**src/rtl/adc_frame_avg.sv**
```systemverilog
// adc_frame_avg: checks channel order, averages 2^AVG_LOG2 frames per channel and streams one buffered frame
module adc_frame_avg #(
  parameter int NCH      = 6,
  parameter int AVG_LOG2 = 2,
  parameter int DW       = 16
) (
  input  logic          clk,
  input  logic          rst,
  input  logic          enable,
  input  logic          sample_valid,
  input  logic [DW-1:0] sample_data,
  input  logic [2:0]    sample_ch,
  output logic          out_valid,
  input  logic          out_ready,
  output logic [DW-1:0] out_data,
  output logic [2:0]    out_ch,
  output logic          out_last,
  output logic          overflow,
  output logic          sync_err,
  output logic          busy
);
  localparam int AW = DW + AVG_LOG2;
  localparam int FW = (AVG_LOG2 > 0) ? AVG_LOG2 : 1;
  localparam logic [FW-1:0] LASTF = FW'((1 << AVG_LOG2) - 1);
  localparam logic [2:0] LASTC = 3'(NCH - 1);

  typedef enum logic {WAIT_CH0, COLLECT} cstate_t;
  typedef enum logic {OUT_EMPTY, OUT_SEND} ostate_t;

  cstate_t              r_cstate;
  ostate_t              r_ostate;
  logic [2:0]           r_exp_ch;
  logic [FW-1:0]        r_frame;
  logic signed [AW-1:0] r_acc [NCH];
  logic [DW-1:0]        r_obuf [NCH];
  logic [2:0]           r_out_ch;
  logic                 r_overflow;
  logic                 r_sync_err;

  logic signed [AW-1:0] w_sx;
  logic signed [AW-1:0] w_sum;
  logic                 w_hit;
  logic                 w_done;
  logic [DW-1:0]        w_res [NCH];

  assign w_sx   = AW'($signed(sample_data));
  assign w_hit  = enable && sample_valid && r_cstate == COLLECT && sample_ch == r_exp_ch;
  assign w_sum  = (r_frame == '0) ? w_sx : r_acc[r_exp_ch] + w_sx;
  assign w_done = w_hit && r_exp_ch == LASTC && r_frame == LASTF;

  // the last channel's average must include the sample completing the result
  for (genvar g = 0; g < NCH; g++) begin : g_res
    logic signed [AW-1:0] w_src;
    logic signed [AW-1:0] w_sh;
    assign w_src    = (g == NCH - 1) ? w_sum : r_acc[g];
    assign w_sh     = w_src >>> AVG_LOG2;
    assign w_res[g] = w_sh[DW-1:0];
  end

  always_ff @(posedge clk or posedge rst) begin
    if (rst) begin
      r_cstate   <= WAIT_CH0;
      r_exp_ch   <= '0;
      r_frame    <= '0;
      r_acc      <= '{default: '0};
      r_sync_err <= 1'b0;
    end else begin
      r_sync_err <= 1'b0;
      if (!enable) r_cstate <= WAIT_CH0;
      else if (sample_valid) begin
        if (w_hit) begin
          r_acc[r_exp_ch] <= w_sum;
          r_exp_ch        <= (r_exp_ch == LASTC) ? 3'd0 : r_exp_ch + 3'd1;
          if (r_exp_ch == LASTC) r_frame <= r_frame + 1'b1;
          if (w_done) r_cstate <= WAIT_CH0;
        end else begin
          if (r_cstate == COLLECT) r_sync_err <= 1'b1;
          if (sample_ch == 3'd0) begin
            r_acc[0] <= w_sx;
            r_exp_ch <= 3'd1;
            r_frame  <= '0;
            r_cstate <= COLLECT;
          end else r_cstate <= WAIT_CH0;
        end
      end
    end
  end

  // a completion coinciding with the final handshake still sees OUT_SEND and overflows
  always_ff @(posedge clk or posedge rst) begin
    if (rst) begin
      r_ostate   <= OUT_EMPTY;
      r_out_ch   <= '0;
      r_obuf     <= '{default: '0};
      r_overflow <= 1'b0;
    end else begin
      r_overflow <= 1'b0;
      if (r_ostate == OUT_SEND && out_ready) begin
        r_out_ch <= out_last ? 3'd0 : r_out_ch + 3'd1;
        if (out_last) r_ostate <= OUT_EMPTY;
      end
      if (w_done) begin
        if (r_ostate == OUT_EMPTY) begin
          r_obuf   <= w_res;
          r_out_ch <= 3'd0;
          r_ostate <= OUT_SEND;
        end else r_overflow <= 1'b1;
      end
    end
  end

  assign out_valid = r_ostate == OUT_SEND;
  assign out_ch    = r_out_ch;
  assign out_data  = r_obuf[r_out_ch];
  assign out_last  = out_valid && r_out_ch == LASTC;
  assign overflow  = r_overflow;
  assign sync_err  = r_sync_err;
  assign busy      = r_cstate == COLLECT || out_valid;
endmodule

```
**config.mk**
```make
export PLATFORM = sky130hd
export DESIGN_NAME = adc_frame_avg
export DESIGN_NICKNAME = d
export VERILOG_FILES = /design/src/rtl/adc_frame_avg.sv
export SDC_FILE = /design/constraint.sdc
export NUM_CORES = 1
export LEC_CHECK = 0
export ABC_AREA = 1
export BUFFER_PORTS_ARGS = -buffer_cell sky130_fd_sc_hd__buf_2
export CORE_MARGIN = 4
export CORE_UTILIZATION = 50
export DETAILED_ROUTE_END_ITERATION = 12
export PLACE_DENSITY = 0.74
export RECOVER_POWER = 25
export SYNTH_ARGS = -nofsm -noshare
export SYNTH_HDL_FRONTEND = slang
export SYNTH_SLANG_ARGS = --single-unit
```
**constraint.sdc**
```tcl
create_clock -name clk -period 14.65 [get_ports clk]
set_input_delay 0.7325 -clock clk [delete_from_list [all_inputs] [get_ports clk]]
set_output_delay 0.7325 -clock clk [all_outputs]
set_load 0.05 [all_outputs]
```
# Word level (Yosys, flattened, before mapping)
# Cells that the tools add are included.
[classes]
add_sub_neg = 4
n_lt_le_gt_ge = 3
eq_ne = 7
muxes = 37
bitwise_logic = 3
n_reduce_logical = 17
[op_table]
columns = ["op", "n"]
rows = [
  ["108-bit bitwise mux", 1],
  ["18-bit two-way mux", 6],
  ["18-bit binary-select mux with 3-bit select", 1],
  ["18-bit demux with 3-bit select", 1],
  ["16-bit binary-select mux with 3-bit select", 1],
  ["16-bit two-way mux", 2],
  ["3-bit two-way mux", 7],
  ["18-bit by 16-bit adder with 18-bit output", 1],
  ["1-bit two-way mux", 15],
  ["4-bit >= comparator, second input constant", 2],
  ["1-bit logical AND", 8],
  ["3-bit inverter with 4-bit output", 2],
  ["3-bit by 1-bit adder with 3-bit output, second input constant", 2],
  ["3-bit equality test, second input constant", 2],
  ["2-bit two-way mux", 3],
  ["3-bit AND reduction", 2],
  ["4-bit by 1-bit < comparator with 1-bit output, second input constant", 1],
  ["2-bit by 1-bit != test with 1-bit output, second input constant", 2],
  ["2-bit AND reduction", 2],
  ["4-bit AND reduction", 1],
  ["3-bit equality test", 1],
  ["3-bit zero test", 1],
  ["3-bit by 2-bit != test with 1-bit output, second input constant", 1],
  ["2-bit by 1-bit adder with 2-bit output, second input constant", 1],
  ["5 further kinds", 5],
]
[totals]
register_bits = 216
in_bits = 24
output_inout_bits = 24
wordCells = 90

# Depth between registers and ports, before layout
[depth]
depth_word = 9
mapped_depth = 21
depth_no_buf = 20

# Worst setup path after synthesis
# Ideal clock, no wire load.
[synth_path]
path_type = "reg-to-output"
startpoint = "register r_out_ch[0] (netlist: out_ch[0])"
endpoint = "output out_data[10]"
t_arrival_ns = 2.689
required_time_ns = 13.917
path_slack_ns = 11.228
stages_incl_launch_ff = 6
n_path_buf = 3
path_cell_list = "dfrtp_1 -> clkbuf_1 -> clkbuf_1 -> clkbuf_1 -> nor2_1 -> o21ai_0"
[synth_via]
elab_chain_len = 4
[synth_rtl]
columns = ["item", "line_no", "text"]
rows = [
  ["start: declaration", "36", "logic [2:0] r_out_ch;"],
  ["start signal: assignment", "99", "r_out_ch <= out_last ? 3'd0 : r_out_ch + 3'd1;"],
  ["3-bit inverter with 4-bit output (implied by the code)", "114", "assign out_data = r_obuf[r_out_ch];"],
  ["16-bit binary-select mux with 3-bit select", "114", ""],
  ["16-bit two-way mux (implied by the code) (2 in a row)", "114", ""],
  ["end: declaration", "15", "output logic [DW-1:0] out_data,"],
]
# Every way passes these cells. The select of a mux whose other input is x is not followed.

==> impl_metrics.xml <==
<?xml version="1.0" encoding="UTF-8"?>
<metrics>
  <group name="cells_and_area">
    <metric name="number_of_diodes_added_for_antenna_fixing" unit="">0</metric>
    <metric name="area.growth.synth_to_final" unit="%">9.800</metric>
    <metric name="most-common-layout-cells" unit="">sky130_fd_sc_hd__nand2_1 (512), sky130_fd_sc_hd__dfrtp_1 (215), sky130_fd_sc_hd__o21ai_0 (211), sky130_fd_sc_hd__nor2_1 (101), sky130_fd_sc_hd__inv_1 (83)</metric>
    <metric name="final_core_util" unit="">0.5595</metric>
    <metric name="most_common_cell_after_layout_fill_and_taps_aside" unit="">sky130_fd_sc_hd__nand2_1</metric>
    <metric name="layout_net_count" unit="">1505</metric>
    <metric name="drive_above_1_share" unit="">0.09091</metric>
  </group>
  <group name="worst_setup_path">
    <metric name="worst_r2r_src" unit="">r_exp_ch[2]$_DFFE_PP0P_</metric>
    <metric name="critPathTopFamily" unit="">buffers and inverters</metric>
    <metric name="cp_max_fo" unit="">144</metric>
    <metric name="crit_type" unit="">input pin to asynchronous set/reset pin</metric>
    <metric name="worst_path_max_delay_cell" unit="">sky130_fd_sc_hd__clkinvlp_2</metric>
    <metric name="timing.critical_path.cells" unit="">buf_2 -&gt; clkinvlp_2</metric>
    <metric name="worst-r2r-cell-count" unit="">17</metric>
    <metric name="arrival" unit="ns">4.43</metric>
    <metric name="worst_ep_required_time" unit="ns">13.72</metric>
    <metric name="start_point_of_the_critical_path" unit="">rst</metric>
    <metric name="slowest_delay" unit="ns">3.47</metric>
    <metric name="crit_path_end_kind" unit="">asynchronous set/reset pin</metric>
    <metric name="regToRegEndpoint" unit="">r_obuf[6]$_DFFE_PP0P_</metric>
    <metric name="r2r_setup_slack" unit="ns">9.84</metric>
    <metric name="path_buf_inv" unit="">2</metric>
    <metric name="worstSetupStartpointType" unit="">input pin</metric>
  </group>
  <group name="yosys">
    <metric name="synthesis.yosys.warnings" unit="">0</metric>
    <metric name="syn-mean-instance-area" unit="sq um">7.680</metric>
    <metric name="seq_area_frac_synth" unit="">0.4860</metric>
    <metric name="synth.cell_area" unit="sq um">11120</metric>
    <metric name="number_of_distinct_standard_cells_referenced_by_the_synthesized_netlist" unit="">40</metric>
    <metric name="yosys_register_bits" unit="">216</metric>
    <metric name="synthesis.nets" unit="">1494</metric>
    <metric name="post_synth_inst_count" unit="">1448</metric>
  </group>
  <group name="timing">
    <metric name="achievable-frequency" unit="GHz">0.1867</metric>
    <metric name="fin_crit" unit="ns">5.357</metric>
    <metric name="fin_crit_sh" unit="">0.3656</metric>
    <metric name="timing.clock.skew" unit="ns">0.01413</metric>
    <metric name="setup_total_negative_slack" unit="ns">0</metric>
    <metric name="final-max-slew-violation-count" unit="">145</metric>
    <metric name="rsz0062_at_grt" unit="">no</metric>
    <metric name="final_hold_viol_count" unit="">0</metric>
    <metric name="finalSetupViolations" unit="">0</metric>
    <metric name="worst_slew_margin_rel" unit="">-3.250</metric>
    <metric name="worstMarginPinSlew" unit="ns">6.341</metric>
  </group>
  <group name="hold_path">
    <metric name="hold_depth" unit="">2</metric>
    <metric name="hold_end" unit="">out_valid$_DFF_PP0_</metric>
    <metric name="min-delay-path-class" unit="">input pin to flip-flop</metric>
    <metric name="min_from" unit="">out_ready</metric>
  </group>
  <group name="routing">
    <metric name="drt_wl_total" unit="mm">31.11</metric>
    <metric name="route.detailed.drc" unit="">0</metric>
    <metric name="antenna_violating_nets_post_route" unit="">0</metric>
    <metric name="drt-initial-drc-count" unit="">976</metric>
    <metric name="total_via_count_after_detailed_routing" unit="">10060</metric>
    <metric name="first_pass_iters" unit="">8</metric>
    <metric name="detail_route.wl_per_cell" unit="microns">17.74</metric>
    <metric name="routed_via_count_divided_by_cell_count" unit="">5.734</metric>
  </group>
  <group name="pwr">
    <metric name="peak_supply_drop" unit="uV">91.54</metric>
    <metric name="cellPowerDensity" unit="nW/um^2">153.2</metric>
    <metric name="static-leakage-power" unit="uW">0.006239</metric>
  </group>
  <group name="die">
    <metric name="die_width" unit="microns">157.1</metric>
    <metric name="floorplan.initialDensity" unit="">0.5096</metric>
    <metric name="fp.coreArea" unit="sq um">21820</metric>
    <metric name="floorplan.die_area" unit="sq um">24690</metric>
    <metric name="top_level_ports" unit="">48</metric>
    <metric name="die_y" unit="microns">157.1</metric>
    <metric name="row_count" unit="">54</metric>
  </group>
  <group name="job">
    <metric name="timing.max_cap.violations" unit="">1</metric>
  </group>
  <group name="clocking">
    <metric name="worst_setup_hold_path_clk_slew" unit="ns">0.06</metric>
    <metric name="clock_tree_from_tritoncts" unit="">built</metric>
    <metric name="clockBufferDepth" unit="">3</metric>
    <metric name="clock_tree.root_cell" unit="">sky130_fd_sc_hd__clkbuf_16</metric>
    <metric name="cts_htree_levels" unit="">1</metric>
    <metric name="postCtsResizedCells" unit="">0</metric>
    <metric name="tritoncts.num_buffers" unit="">24</metric>
    <metric name="worst_skew_pair.late_latency" unit="ns">0.52</metric>
    <metric name="post-cts-setup-buffers" unit="">0</metric>
    <metric name="cts-hold-fix-buffers" unit="">0</metric>
    <metric name="cts_sinks" unit="">216</metric>
  </group>
  <group name="placed_design">
    <metric name="gp_congestion" unit="">0.9985</metric>
    <metric name="dpl.hpwl" unit="mm">19.99</metric>
    <metric name="port-buffer-count" unit="">47</metric>
  </group>
  <group name="status">
    <metric name="outcome" unit="">finished with violations</metric>
    <metric name="failed_checks" unit="">max-capacitance violations, max-slew violations</metric>
  </group>
  <group name="global_route">
    <metric name="number_of_global_route_vias_before_repair" unit="">9487</metric>
    <metric name="global_route_wire_length_before_repair" unit="mm">50.47</metric>
    <metric name="remaining_global_route_overflow" unit="">0</metric>
    <metric name="largest_net_degree_at_the_start_of_global_routing" unit="">145</metric>
    <metric name="track_usage" unit="">0.2548</metric>
    <metric name="antenna_violations_before_repair" unit="">0</metric>
  </group>
</metrics>
==> final cells by class <==
type | instances | area, sq um
Multi-Input combinational cell | 1063 | 5012
Clock buffer | 36 | 726.9
Fill cell | 2038 | 9613
Tap cell | 280 | 350.3
Sequential cell | 216 | 5406
Inverter | 95 | 360.3
Timing Repair Buffer | 59 | 325.3
Clock inverter | 5 | 28.78
==> synth_stat cells, drive strengths merged <==
cell type | number | area share
nand3 | 71 | 0.033
o221ai | 17 | 0.013
mux2i | 1 | 0.00090
inv | 90 | 0.031
clkbuf | 48 | 0.016
o22ai | 2 | 0.0011
o21a | 1 | 0.00068
a22oi | 19 | 0.013
nand2 | 514 | 0.17
a21oi | 44 | 0.020
buf | 26 | 0.015
nand3b | 3 | 0.0020
clkinv | 5 | 0.0017
nor3 | 5 | 0.0033
nor2 | 110 | 0.040
nand4 | 3 | 0.0017
nor4 | 1 | 0.00056
fa | 1 | 0.0018
o21ai | 229 | 0.11
o211ai | 6 | 0.0041
dfrtp | 216 | 0.49
and2 | 2 | 0.0011
xor2 | 4 | 0.0031
ha | 21 | 0.024
a21o | 1 | 0.00068
xnor2 | 3 | 0.0024
or2 | 5 | 0.0028
==> where the power goes <==
part | internal, uW | leakage (uW) | switching [uW]
registers | 620 | 0.00281 | 28.3
logic | 157 | 0.00306 | 487
clock network | 340 | 0.000377 | 239
==> through the flow <==
stage          area (sq um)  worst slack [ns]  total power (uW)  hold slack, ns  instances
2_1_floorplan         11120             8.010              1116          0.4366       1448
3_3_place_gp          11460             10.17              1285          0.4501       1713
3_5_place_dp          11460             10.08              1292          0.4530       1713
4_1_cts               12220             10.02              1870          0.4154       1754
5_1_grt               12210             8.177              1963          0.4437       1754
6_report              12210             9.293              1870          0.4276       1754
==> state kept, by name, indices dropped and copies added (netlist names) <==
signal and count:
g_res.w_src 90, out_ch 3, out_valid 1, overflow 1, r_acc 18, r_cstate 1, r_exp_ch 3, r_frame 2
r_obuf 96, sync_err 1
==> per-layer routing <==
metal  GRT usage  up-vias  routed length (microns)
met1      0.3817     4788                    13980
li1            -     4747                        -
met4     0.06145        0                      756
met5           0        -                        0
met2      0.3933      464                    13530
met3     0.03959       58                     2849
==> worst max-delay path by stage <==
stage / slack [ns] / depth (start not counted) / to
floorplan: 8.01 / 1 / g_res[0].w_src[0]$_DFFE_PP0P_
global placement: 10.17 / 17 / g_res[4].w_src[8]$_DFFE_PP0P_
detailed placement: 10.08 / 17 / g_res[2].w_src[8]$_DFFE_PP0P_
CTS: 10.02 / 9 / r_obuf[6]$_DFFE_PP0P_
global route: 8.18 / 2 / out_ch[0]$_DFF_PP0_
finish: 9.29 / 2 / out_ch[0]$_DFF_PP0_
==> cells by family (layout without fill, tap and decap cells) <==
group	Yosys count	after routing	synth area share
flip-flops	216	216	0.4860
multiplexers	1	1	0.0009001
AND/OR/NAND/NOR	714	714	0.2586
AO/OA/AOI/OAI	319	319	0.1597
adder cells (fa/ha/maj)	22	22	0.02543
buffers and inverters	169	195	0.06391
XOR/XNOR	7	7	0.005513
Power figures use the tool's default switching activity.
